File: config.mk
export PLATFORM = sky130hd
export DESIGN_NAME = transmit_port_scheduler_flat
export DESIGN_NICKNAME = d
export VERILOG_FILES = /design/src/rtl/transmit_port_scheduler_if.sv /design/src/rtl/transmit_port_scheduler.sv /design/src/flat_wrapper.sv
export SDC_FILE = /design/constraint.sdc
export NUM_CORES = 1
export LEC_CHECK = 0
export CAP_MARGIN = 30
export CORE_MARGIN = 2
export CORE_UTILIZATION = 43
export CTS_CLUSTER_SIZE = 10
export DETAILED_ROUTE_END_ITERATION = 10
export PLACE_DENSITY = 0.85
export SLEW_MARGIN = 40
export SYNTH_ARGS = -nofsm -noshare
export SYNTH_HDL_FRONTEND = slang
export SYNTH_SLANG_ARGS = --single-unit
File: constraint.sdc
create_clock -name clock -period 2.4 [get_ports clock]
set_input_delay 0.48 -clock clock [delete_from_list [all_inputs] [get_ports clock]]
set_output_delay 0.48 -clock clock [all_outputs]
set_load 0.05 [all_outputs]
File: src/rtl/transmit_port_scheduler_if.sv
// Ingress queue and egress transmit bundle for the transmit port scheduler.
// The master side feeds the ingress queues and drains tx; the slave side is the scheduler.
interface transmit_port_scheduler_if #(
    parameter int unsigned REQUESTERS = 4
);
    logic [REQUESTERS-1:0]       request;
    logic [REQUESTERS-1:0][8:0]  data;
    logic [REQUESTERS-1:0]       data_valid;
    logic [REQUESTERS-1:0]       ready;
    logic [8:0]                  tx_data;
    logic                        tx_valid;
    logic                        tx_ready;
    logic [REQUESTERS-1:0]       grant;
    logic                        busy;
    logic                        timeout_abort;

    modport master (
        output request, data, data_valid, tx_ready,
        input  ready, tx_data, tx_valid, grant, busy, timeout_abort
    );

    modport slave (
        input  request, data, data_valid, tx_ready,
        output ready, tx_data, tx_valid, grant, busy, timeout_abort
    );
endinterface

File: src/rtl/transmit_port_scheduler.sv
// Frame-granular round-robin scheduler sharing one egress port among REQUESTERS queues,
// with inter-frame gap and runaway-frame truncation. Optional macro: SCHED_STRICT_PRIORITY_EN.
module transmit_port_scheduler #(
    parameter int unsigned REQUESTERS      = 4,
    parameter int unsigned IFG_CYCLES      = 12,
    parameter int unsigned MAX_FRAME_BYTES = 1522
) (
    input  logic                         clock,
    input  logic                         reset_n,
    transmit_port_scheduler_if.slave     bus
);
    localparam int unsigned IDX_W = $clog2(REQUESTERS);
    localparam int unsigned CNT_W = $clog2(MAX_FRAME_BYTES + 1);
    localparam int unsigned GAP_W = (IFG_CYCLES > 0) ? $clog2(IFG_CYCLES + 1) : 1;

    typedef enum logic [1:0] {S_IDLE, S_STREAM, S_FLUSH, S_GAP} state_t;

    state_t                  state_q, state_d;
    logic [REQUESTERS-1:0]   grant_q, grant_d;
    logic [IDX_W-1:0]        gidx_q, gidx_d;
    logic [IDX_W-1:0]        last_q, last_d;
    logic [CNT_W-1:0]        cnt_q, cnt_d;
    logic [GAP_W-1:0]        gap_q, gap_d;
    logic [8:0]              tx_data_q, tx_data_d;
    logic                    tx_valid_q, tx_valid_d;
    logic                    abort_q, abort_d;
    logic                    busy_q;

    logic                    hit_c;
    logic [IDX_W-1:0]        pick_c;
    logic                    g_ready_c;
    logic [REQUESTERS-1:0]   ready_c;
    logic [8:0]              g_data_c;
    logic                    g_valid_c;

    function automatic logic [IDX_W-1:0] rr_idx(input logic [IDX_W-1:0] base, input int unsigned k);
        return IDX_W'((32'(base) + k) % REQUESTERS);
    endfunction

    assign g_data_c  = bus.data[gidx_q];
    assign g_valid_c = bus.data_valid[gidx_q];

    // Requester search, starting one past the last round-robin winner.
    always_comb begin : arbitrate
        hit_c  = 1'b0;
        pick_c = '0;
`ifdef SCHED_STRICT_PRIORITY_EN
        if (bus.request[0]) begin
            hit_c  = 1'b1;
            pick_c = '0;
        end else begin
            for (int unsigned k = 1; k <= REQUESTERS; k++) begin
                if (!hit_c && rr_idx(last_q, k) != '0 && bus.request[rr_idx(last_q, k)]) begin
                    hit_c  = 1'b1;
                    pick_c = rr_idx(last_q, k);
                end
            end
        end
`else
        for (int unsigned k = 1; k <= REQUESTERS; k++) begin
            if (!hit_c && bus.request[rr_idx(last_q, k)]) begin
                hit_c  = 1'b1;
                pick_c = rr_idx(last_q, k);
            end
        end
`endif
    end

    always_ff @(posedge clock or negedge reset_n) begin : state_reg
        if (!reset_n) begin
            state_q    <= S_IDLE;
            grant_q    <= '0;
            gidx_q     <= '0;
            last_q     <= IDX_W'(REQUESTERS - 1);
            cnt_q      <= '0;
            gap_q      <= '0;
            tx_data_q  <= '0;
            tx_valid_q <= 1'b0;
            abort_q    <= 1'b0;
            busy_q     <= 1'b0;
        end else begin
            state_q    <= state_d;
            grant_q    <= grant_d;
            gidx_q     <= gidx_d;
            last_q     <= last_d;
            cnt_q      <= cnt_d;
            gap_q      <= gap_d;
            tx_data_q  <= tx_data_d;
            tx_valid_q <= tx_valid_d;
            abort_q    <= abort_d;
            busy_q     <= (state_d != S_IDLE);
        end
    end

    always_comb begin : next_state
        state_d    = state_q;
        grant_d    = grant_q;
        gidx_d     = gidx_q;
        last_d     = last_q;
        cnt_d      = cnt_q;
        gap_d      = gap_q;
        tx_data_d  = tx_data_q;
        tx_valid_d = tx_valid_q;
        abort_d    = 1'b0;
        if (tx_valid_q && bus.tx_ready) tx_valid_d = 1'b0;
        case (state_q)
            S_IDLE: begin
                if (hit_c) begin
                    state_d = S_STREAM;
                    grant_d = REQUESTERS'(1) << pick_c;
                    gidx_d  = pick_c;
`ifdef SCHED_STRICT_PRIORITY_EN
                    if (pick_c != '0) last_d = pick_c;
`else
                    last_d  = pick_c;
`endif
                end
            end
            S_STREAM: begin
                if (g_valid_c && g_ready_c) begin
                    tx_data_d  = g_data_c;
                    tx_valid_d = 1'b1;
                    cnt_d      = cnt_q + CNT_W'(1);
                    if (g_data_c[8]) begin
                        state_d = S_GAP;
                        cnt_d   = '0;
                    end else if (cnt_q + CNT_W'(1) == CNT_W'(MAX_FRAME_BYTES)) begin
                        // Runaway frame: close it on tx and swallow the remainder.
                        tx_data_d[8] = 1'b1;
                        abort_d      = 1'b1;
                        state_d      = S_FLUSH;
                        cnt_d        = '0;
                    end
                end
            end
            S_FLUSH: begin
                if (g_valid_c && g_data_c[8]) state_d = S_GAP;
            end
            S_GAP: begin
                if (!tx_valid_q) begin
                    if (gap_q == GAP_W'(IFG_CYCLES)) begin
                        state_d = S_IDLE;
                        grant_d = '0;
                        gap_d   = '0;
                    end else begin
                        gap_d = gap_q + GAP_W'(1);
                    end
                end
            end
            default: state_d = S_IDLE;
        endcase
    end

    // Ingress accept: only the owner, and only while the output register can take a byte.
    always_comb begin : outputs
        ready_c   = '0;
        g_ready_c = 1'b0;
        case (state_q)
            S_STREAM: g_ready_c = !tx_valid_q || bus.tx_ready;
            S_FLUSH:  g_ready_c = 1'b1;
            default:  g_ready_c = 1'b0;
        endcase
        ready_c[gidx_q] = g_ready_c;
    end

    assign bus.ready         = ready_c;
    assign bus.tx_data       = tx_data_q;
    assign bus.tx_valid      = tx_valid_q;
    assign bus.grant         = grant_q;
    assign bus.busy          = busy_q;
    assign bus.timeout_abort = abort_q;

endmodule

File: src/flat_wrapper.sv
// flat-port wrapper written by rule: the top's interface ports become plain ports
module transmit_port_scheduler_flat 
#(
    parameter int unsigned REQUESTERS      = 4,
    parameter int unsigned IFG_CYCLES      = 12,
    parameter int unsigned MAX_FRAME_BYTES = 1522
)
  (clock, reset_n, bus_request, bus_data, bus_data_valid, bus_tx_ready, bus_ready, bus_tx_data, bus_tx_valid, bus_grant, bus_busy, bus_timeout_abort);
  transmit_port_scheduler_if #(.REQUESTERS(REQUESTERS)) bus_i ();
  input  logic clock;
  input  logic reset_n;
  input wire logic [$bits(bus_i.request)-1:0] bus_request;
  input wire logic [$bits(bus_i.data)-1:0] bus_data;
  input wire logic [$bits(bus_i.data_valid)-1:0] bus_data_valid;
  input wire logic [$bits(bus_i.tx_ready)-1:0] bus_tx_ready;
  output wire logic [$bits(bus_i.ready)-1:0] bus_ready;
  output wire logic [$bits(bus_i.tx_data)-1:0] bus_tx_data;
  output wire logic [$bits(bus_i.tx_valid)-1:0] bus_tx_valid;
  output wire logic [$bits(bus_i.grant)-1:0] bus_grant;
  output wire logic [$bits(bus_i.busy)-1:0] bus_busy;
  output wire logic [$bits(bus_i.timeout_abort)-1:0] bus_timeout_abort;
  assign bus_i.request = bus_request;
  assign bus_i.data = bus_data;
  assign bus_i.data_valid = bus_data_valid;
  assign bus_i.tx_ready = bus_tx_ready;
  assign bus_ready = bus_i.ready;
  assign bus_tx_data = bus_i.tx_data;
  assign bus_tx_valid = bus_i.tx_valid;
  assign bus_grant = bus_i.grant;
  assign bus_busy = bus_i.busy;
  assign bus_timeout_abort = bus_i.timeout_abort;
  transmit_port_scheduler #(.REQUESTERS(REQUESTERS), .IFG_CYCLES(IFG_CYCLES), .MAX_FRAME_BYTES(MAX_FRAME_BYTES)) u_core (.clock(clock), .reset_n(reset_n), .bus(bus_i));
endmodule
==> summary.txt, run 1 <==
Placement
  • Cell Area, Placed: 3140 um^2
  • Port bufs: 66
  • HPWL Detailed: 4270 um
  • Gpl congestion: 0.848

Min path
  • Worst hold path class: input port to asynchronous set/reset pin

Detailed routing
  • Routed WL per cell: 14.6 um
  • Vias per cell: 5.46
  • First-iteration detailed-routing DRC count: 133
  • Via count: 2049
  • Final WL: 5470 um
  • Residual DRC count: 0
  • Detail Route Antenna Nets: 0
  • DRT Pass-1 Iters: 4

Clock tree
  • Root Buffer: clkbuf_8
  • Hold-fix buffers, CTS: 0
  • CTS max path bufs: 2
  • Sink Count: 37
  • H-tree depth: 2
  • Clock edge transition at the registers on the reported setup and hold paths: 80 ps
  • TritonCTS buffer count: 5
  • Worst skew pair latency: 300 ps
  • Clock tree from TritonCTS: done

Timing
  • Endpoints failing hold: 0
  • Slew at the pin closest to its max-slew limit: 523 ps
  • RSZ-0062 raised after global routing: no
  • Shortest period the worst path allows: 2320 ps
  • Hold WS: 140 ps
  • Final period util: 0.966
  • Headroom to the max-slew limit: 0.650
  • Setup-failing EPs final: 0
  • Clk_skew: 10.4 ps
  • Fin. max-slew vios: 0
  • Fmax achieved: 0.431 GHz
  • TNS Setup: 0 ps

Synthesis
  • Count leader, synth: dfrtp_1
  • Fraction of the mapped netlist area in simple logic gates: 0.183
  • Mux contribution to synthesized area: 0.137
  • Most frequent cells after synthesis: dfrtp_1, nand2_1, nor2_1
  • Cells after synthesis: 227
  • Syn Area/Cell: 10.1 um^2
  • Synth area leader: dfrtp_1
  • Largest cells by area after synthesis: dfrtp_1, mux4_2, ha_1
  • Synth Area in Compound Gates: 0.170
  • Synth Net Count: 282
  • Yosys top cell area share: 0.381
  • Sequential area share after synthesis: 0.404
  • Post-synth top flop: dfrtp_1
  • EDFF count, synth: 0
  • Cell area after synthesis: 2300 um^2
  • Xor and xnor area share after synthesis: 0.0185
  • Async SR Flop Fraction: 1.00
  • Syn. warnings: 0
  • Synth Area in Adders: 0.0435
  • Largest family of logic cells by synthesized area: simple AND/OR/NAND/NOR gates
  • Netlist cell types: 51
  • FF+latch count, synth: 37

Finish
  • Fin util: 0.627
  • Layout cell share with drive strength beyond 1: 0.184
  • Area Growth Syn to Fin: 40.3%
  • Final instance area: 3220 um^2
  • # fillers: 422
  • Net count, final: 359
  • Antenna cell count: 0

Global routing
  • Global route total overflow: 0
  • Initial antenna violation count: 0
  • GRT Total Usage: 0.195
  • Vias in the first global route: 2018
  • First-pass GRT wire length: 9250 um
  • Largest net degree at the start of global routing: 38

Pwr
  • Total chip power: 3.83 mW
  • Clock share of power: 0.113
  • Psw: 1.74 mW
  • Comb pwr share: 0.618
  • Pwr/cell area: 1190 nW/um^2
  • Switching Share: 0.455
  • Peak supply drop: 0.000892 V
  • Internal: 2.09 mW
  • Reg power frac: 0.269
  • Leak: 1.38 nW

Worst setup path
  • Critical Path Sink Type: output port
  • CP Launch Type: input port
  • Crit-path max FO: 3
  • Crit path DAT: 1840 ps
  • Crit Path Class: input port to output port
  • WP data required: 1920 ps
  • Worst r2r path cells: 7

Floorplanning
  • # IOs: 67
  • Core Area: 5140 um^2
  • Die footprint: 5950 um^2
  • Die width: 77.1 um
  • Initial core utilization: 0.447
  • Die height: 77.1 um
  • # rows: 26

Flow run
  • Max Cap Viol: 0

Outcome
  • Status: finished, final reports clean
-- final timing paths --
path	from	endpoint	slack [ps]
worst max-delay path	bus_tx_ready	bus_ready[3]	80
worst min-delay path	reset_n	u_core.bus.tx_valid	140
worst max register to register	u_core.cnt_q[0]	u_core.state_q[0]	130
worst min register to register	u_core.bus.grant[1]	u_core.bus.grant[1]	500
max in group asynchronous	reset_n	u_core.last_q[1]	1910
min in group clock	u_core.bus.grant[1]	u_core.bus.grant[1]	500
-- cell families after synthesis --
group                      after synthesis
AOI/OAI and AO/OA                       57
xor gates and xnor gates                 4
adders and majority gates                8
buffers and inverters                   20
DFF                                     37
muxes                                   18
and+or+nand+nor                         83
-- per-stage QoR --
stage | worst slack (ps) | instances
after detailed placement | 24.3 | 367
after floorplan | 66.4 | 227
after CTS | 54.3 | 375
after global placement | 26.2 | 367
final | 81.5 | 375
after global routing | 5.16 | 375
-- state kept, by name (all words and copies together), names as in the netlist --
name,flops
u_core.cnt_q,11
u_core.bus.grant,4
u_core.bus.tx_valid,1
u_core.bus.timeout_abort,1
u_core.gidx_q,2
u_core.state_q,2
u_core.bus.busy,1
u_core.gap_q,4
u_core.bus.tx_data,9
u_core.last_q,2
-- routing by layer --
layer,up-vias,track usage,part of all wire
met5,-,0,0
met4,0,0.0696,0.017
met3,8,0.0506,0.082
met2,86,0.330,0.49
li1,986,-,-
met1,969,0.240,0.41
-- layout by cell type, fill, tap and decap left out, types with 7 or more instances in the layout --
| master | netlist | layout |
|---|---|---|
| a21o_1 | 7 | 7 |
| a21oi_1 | 10 | 10 |
| buf_4 | 0 | 14 |
| clkdlybuf4s50_1 | 0 | 61 |
| dfrtp_1 | 35 | 35 |
| ha_1 | 8 | 8 |
| inv_1 | 11 | 11 |
| mux2_2 | 8 | 8 |
| mux4_2 | 10 | 10 |
| nand2_1 | 24 | 24 |
| nand3_1 | 10 | 10 |
| nor2_1 | 16 | 16 |
| o21ai_0 | 14 | 13 |
-- cell type report --
| class | instances | area [um^2] | share of cell area |
|---|---|---|---|
| Multi-Input combinational cell | 170 | 1290 | 0.399 |
| Clock buffer | 7 | 76.3 | 0.0237 |
| Timing Repair Buffer | 79 | 796 | 0.247 |
| Inverter | 11 | 41.3 | 0.0128 |
| Clock inverter | 1 | 8.76 | 0.00272 |
| Tap cell | 70 | 87.6 | 0.0272 |
| Sequential cell | 37 | 928 | 0.288 |
-- critical path, stage by stage --
cell,delay (ps)
clkdlybuf4s50_1,390
nand2b_1,190
and2_1,200
o21a_1,200
and3_1,220
buf_12,160
-- power by group through the flow --
stage	Sequential (mW)	Clock, mW	Combinational (mW)
4_1_cts	1.03	0.445	2.37
5_1_grt	1.06	0.463	2.55
3_5_place_dp	1.04	0	2.36
3_3_place_gp	1.02	0	2.30
6_report	1.03	0.433	2.37
2_1_floorplan	1.44	0	1.13
-- repair_timing --
item,CTS,global route
setup buffers,0,0
setup endpoints to repair,0,2
gates resized for setup,0,1
(Power assumes the default switching activity.)
==> inputs of run 2 (changes only) <==
--- a/config.mk
+++ b/config.mk
@@ -12,3 +12,3 @@
 export DETAILED_ROUTE_END_ITERATION = 10
-export PLACE_DENSITY = 0.85
+export PLACE_DENSITY = 0.82
 export SLEW_MARGIN = 40
==> constraint.sdc (replaced) <==
create_clock -name clock -period 2.4 [get_ports clock]
set_input_delay 0.36 -clock clock [delete_from_list [all_inputs] [get_ports clock]]
set_output_delay 0.36 -clock clock [all_outputs]
set_load 0.05 [all_outputs]
==> run 2 against run 1 <==
Global-route usage barely moved. Count of clock-buffer cells in the layout is 1 higher. Cell count down 0.27%. Register-to-register slack barely moved. Sequential share of layout area fell by 0.13 points. Hold slack gained 350 ps. First-iteration DRC count is 5.3% lower. Combinational power shrank 3%. Largest cell class unchanged. Largest power group unchanged.
==> summary.txt, run 2 (synthesized netlist as in run 1, its figures left out) <==
Floorplanning
  • # rows: 26 (unchanged)
  • Initial core utilization: 0.447 (unchanged)
  • Die footprint: 5950 um^2 (unchanged)
  • Die width: 77.1 um (unchanged)
  • # IOs: 67 (unchanged)
  • Die height: 77.1 um (unchanged)
  • Core Area: 5140 um^2 (unchanged)

Finish
  • # fillers: 437 (was 422)
  • Reg with most FFs: u_core.cnt_q (unchanged)
  • Max FFs per register: 11 (unchanged)
  • Commonest non-fill, non-tap cells in the layout: clkdlybuf4s50_1, dfrtp_1, nand2_1 (unchanged)
  • Most common cell after layout, fill and taps aside: clkdlybuf4s50_1 (unchanged)
  • Antenna cell count: 0 (unchanged)
  • Net count, final: 358 (was 359)
  • Area Growth Syn to Fin: 41.1% (was 40.3%)
  • Layout cell share with drive strength beyond 1: 0.184 (about the same)

Clock tree
  • Worst skew pair latency: 280 ps (was 300 ps)
  • H-tree depth: 2 (unchanged)
  • CTS max path bufs: 2 (unchanged)
  • TritonCTS buffer count: 5 (unchanged)
  • Root Buffer: clkbuf_8 (unchanged)
  • Clock edge transition at the registers on the reported setup and hold paths: 70 ps (was 80 ps)
  • Number of setup buffers added after CTS: 0 (unchanged)
  • Clock tree from TritonCTS: done (unchanged)
  • Sink Count: 37 (unchanged)

Detailed routing
  • DRT Pass-1 Iters: 4 (unchanged)
  • Detail Route Antenna Nets: 0 (unchanged)
  • Final WL: 5210 um (was 5470 um)
  • First-iteration detailed-routing DRC count: 126 (was 133)
  • Routed WL per cell: 13.9 um (was 14.6 um)
  • Vias per cell: 5.37 (was 5.46)
  • Residual DRC count: 0 (unchanged)
  • Via count: 2007 (was 2049)

Worst setup path
  • WP data required: 2570 ps (was 1920 ps)
  • Crit Path Class: flop to flop (was input port to output port)
  • Crit-path max FO: 4 (was 3)
  • CP Launch Type: flop (was input port)
  • Crit path DAT: 2450 ps (was 1840 ps)
  • Critical Path Sink Type: flop (was output port)

Pwr
  • Psw: 1.70 mW (was 1.74 mW)
  • Internal: 2.10 mW (was 2.09 mW)
  • Reg power frac: 0.276 (was 0.269)
  • Total chip power: 3.80 mW (was 3.83 mW)
  • Clock share of power: 0.115 (was 0.113)
  • Switching Share: 0.448 (was 0.455)
  • Peak supply drop: 0.000739 V (was 0.000892 V)
  • Pwr/cell area: 1170 nW/um^2 (was 1190 nW/um^2)
  • Leak: 1.38 nW (about the same)
  • Comb pwr share: 0.609 (was 0.618)

Global routing
  • Vias in the first global route: 2031 (was 2018)
  • Global route total overflow: 0 (unchanged)
  • Most used routing layer: met2 (unchanged)
  • Largest net degree at the start of global routing: 22 (was 38)
  • Met3 Use GR: 0.0659 (was 0.0506)
  • Met1 GRT Util: 0.259 (was 0.240)
  • GRT Total Usage: 0.195 (about the same)
  • First-pass GRT wire length: 9340 um (was 9250 um)
  • Met2 usage: 0.304 (was 0.330)
  • Initial antenna violation count: 0 (unchanged)

Placement
  • HPWL Detailed: 4270 um (about the same)
  • Gpl congestion: 0.909 (was 0.848)
  • Port bufs: 66 (unchanged)

Timing
  • Final period util: 0.949 (was 0.966)
  • Endpoints failing hold: 0 (unchanged)
  • Setup-failing EPs final: 0 (unchanged)
  • Slew at the pin closest to its max-slew limit: 520 ps (was 523 ps)
  • Clk_skew: 3.56 ps (was 10.4 ps)
  • Fin. max-slew vios: 0 (unchanged)
  • Shortest period the worst path allows: 2280 ps (was 2320 ps)
  • RSZ-0062 raised after global routing: no (unchanged)
  • Fmax achieved: 0.439 GHz (was 0.431 GHz)
  • TNS Setup: 0 ps (unchanged)
  • Headroom to the max-slew limit: 0.652 (was 0.650)

Flow run
  • Max Cap Viol: 0 (unchanged)

Outcome
  • Status: finished, final reports clean (unchanged)

Min path
  • Worst hold path class: flop to flop (was input port to asynchronous set/reset pin)
run 2: what timing repair did:
item / CTS / global route
endpoints found under the hold margin: 12 / 0
resized for setup: 0 / 2
hold buffers: 1 / 0
endpoints found under the setup margin: 0 / 1
run 2: worst max-delay path, stage by stage (launching register included):
cell,delay [ps]
dfrtp_1,410
ha_1,240
nor2_1,110
a22oi_1,80
a2111o_1,390
or3_4,410
or3_1,350
a21o_1,180
run 2: metrics by stage:
| step | util | cell area (um^2) | std cells | setup WS, ps | hold slack (ps) |
|---|---|---|---|---|---|
| finish | 0.631 | 3240 | 374 | 124 | 487 |
| floorplan | - | 2310 | 227 | 66.4 | 64.4 |
| CTS | 0.630 | 3240 | 374 | 87.6 | 491 |
| global route | 0.631 | 3240 | 374 | 2.55 | 526 |
| detailed placement | 0.610 | 3140 | 365 | 97.2 | 270 |
| global placement | 0.604 | 3110 | 363 | 141 | 464 |
run 2: area by class of cell:
| class | instances | area, um^2 | share of cell area |
|---|---|---|---|
| well taps | 70 | 87.6 | 0.0270 |
| flip-flops and latches | 37 | 930 | 0.287 |
| inverters | 11 | 41.3 | 0.0127 |
| repair buffers | 78 | 803 | 0.248 |
| multi-input cells | 170 | 1290 | 0.398 |
| clock buffers | 8 | 90.1 | 0.0278 |
run 2: power by group through the flow:
stage / sequential (mW) / clock, mW / combinational, mW
after global routing: 1.08 / 0.481 / 2.50
after floorplan: 1.44 / 0 / 1.13
after global placement: 1.05 / 0 / 2.26
final: 1.05 / 0.438 / 2.31
after detailed placement: 1.06 / 0 / 2.32
after CTS: 1.05 / 0.449 / 2.33
run 2: worst paths after layout:
check | endpoint | cells past startpoint | slack (ps) | from
min in group asynchronous | u_core.cnt_q[5] | 2 | 500 | reset_n
setup / recovery | u_core.state_q[0] | 7 | 120 | u_core.cnt_q[0]
setup reg to reg | u_core.state_q[0] | 7 | 120 | u_core.cnt_q[0]
hold reg to reg | u_core.bus.grant[3] | 2 | 490 | u_core.bus.grant[3]
hold / removal | u_core.bus.grant[3] | 2 | 490 | u_core.bus.grant[3]
max in group asynchronous | u_core.bus.tx_data[5] | 4 | 1350 | reset_n
run 2: metal layers:
metal  share of wire  wire, um
met1            0.46      2400
met2            0.44      2290
met3           0.087       453
met4           0.011        57
met5               0         0
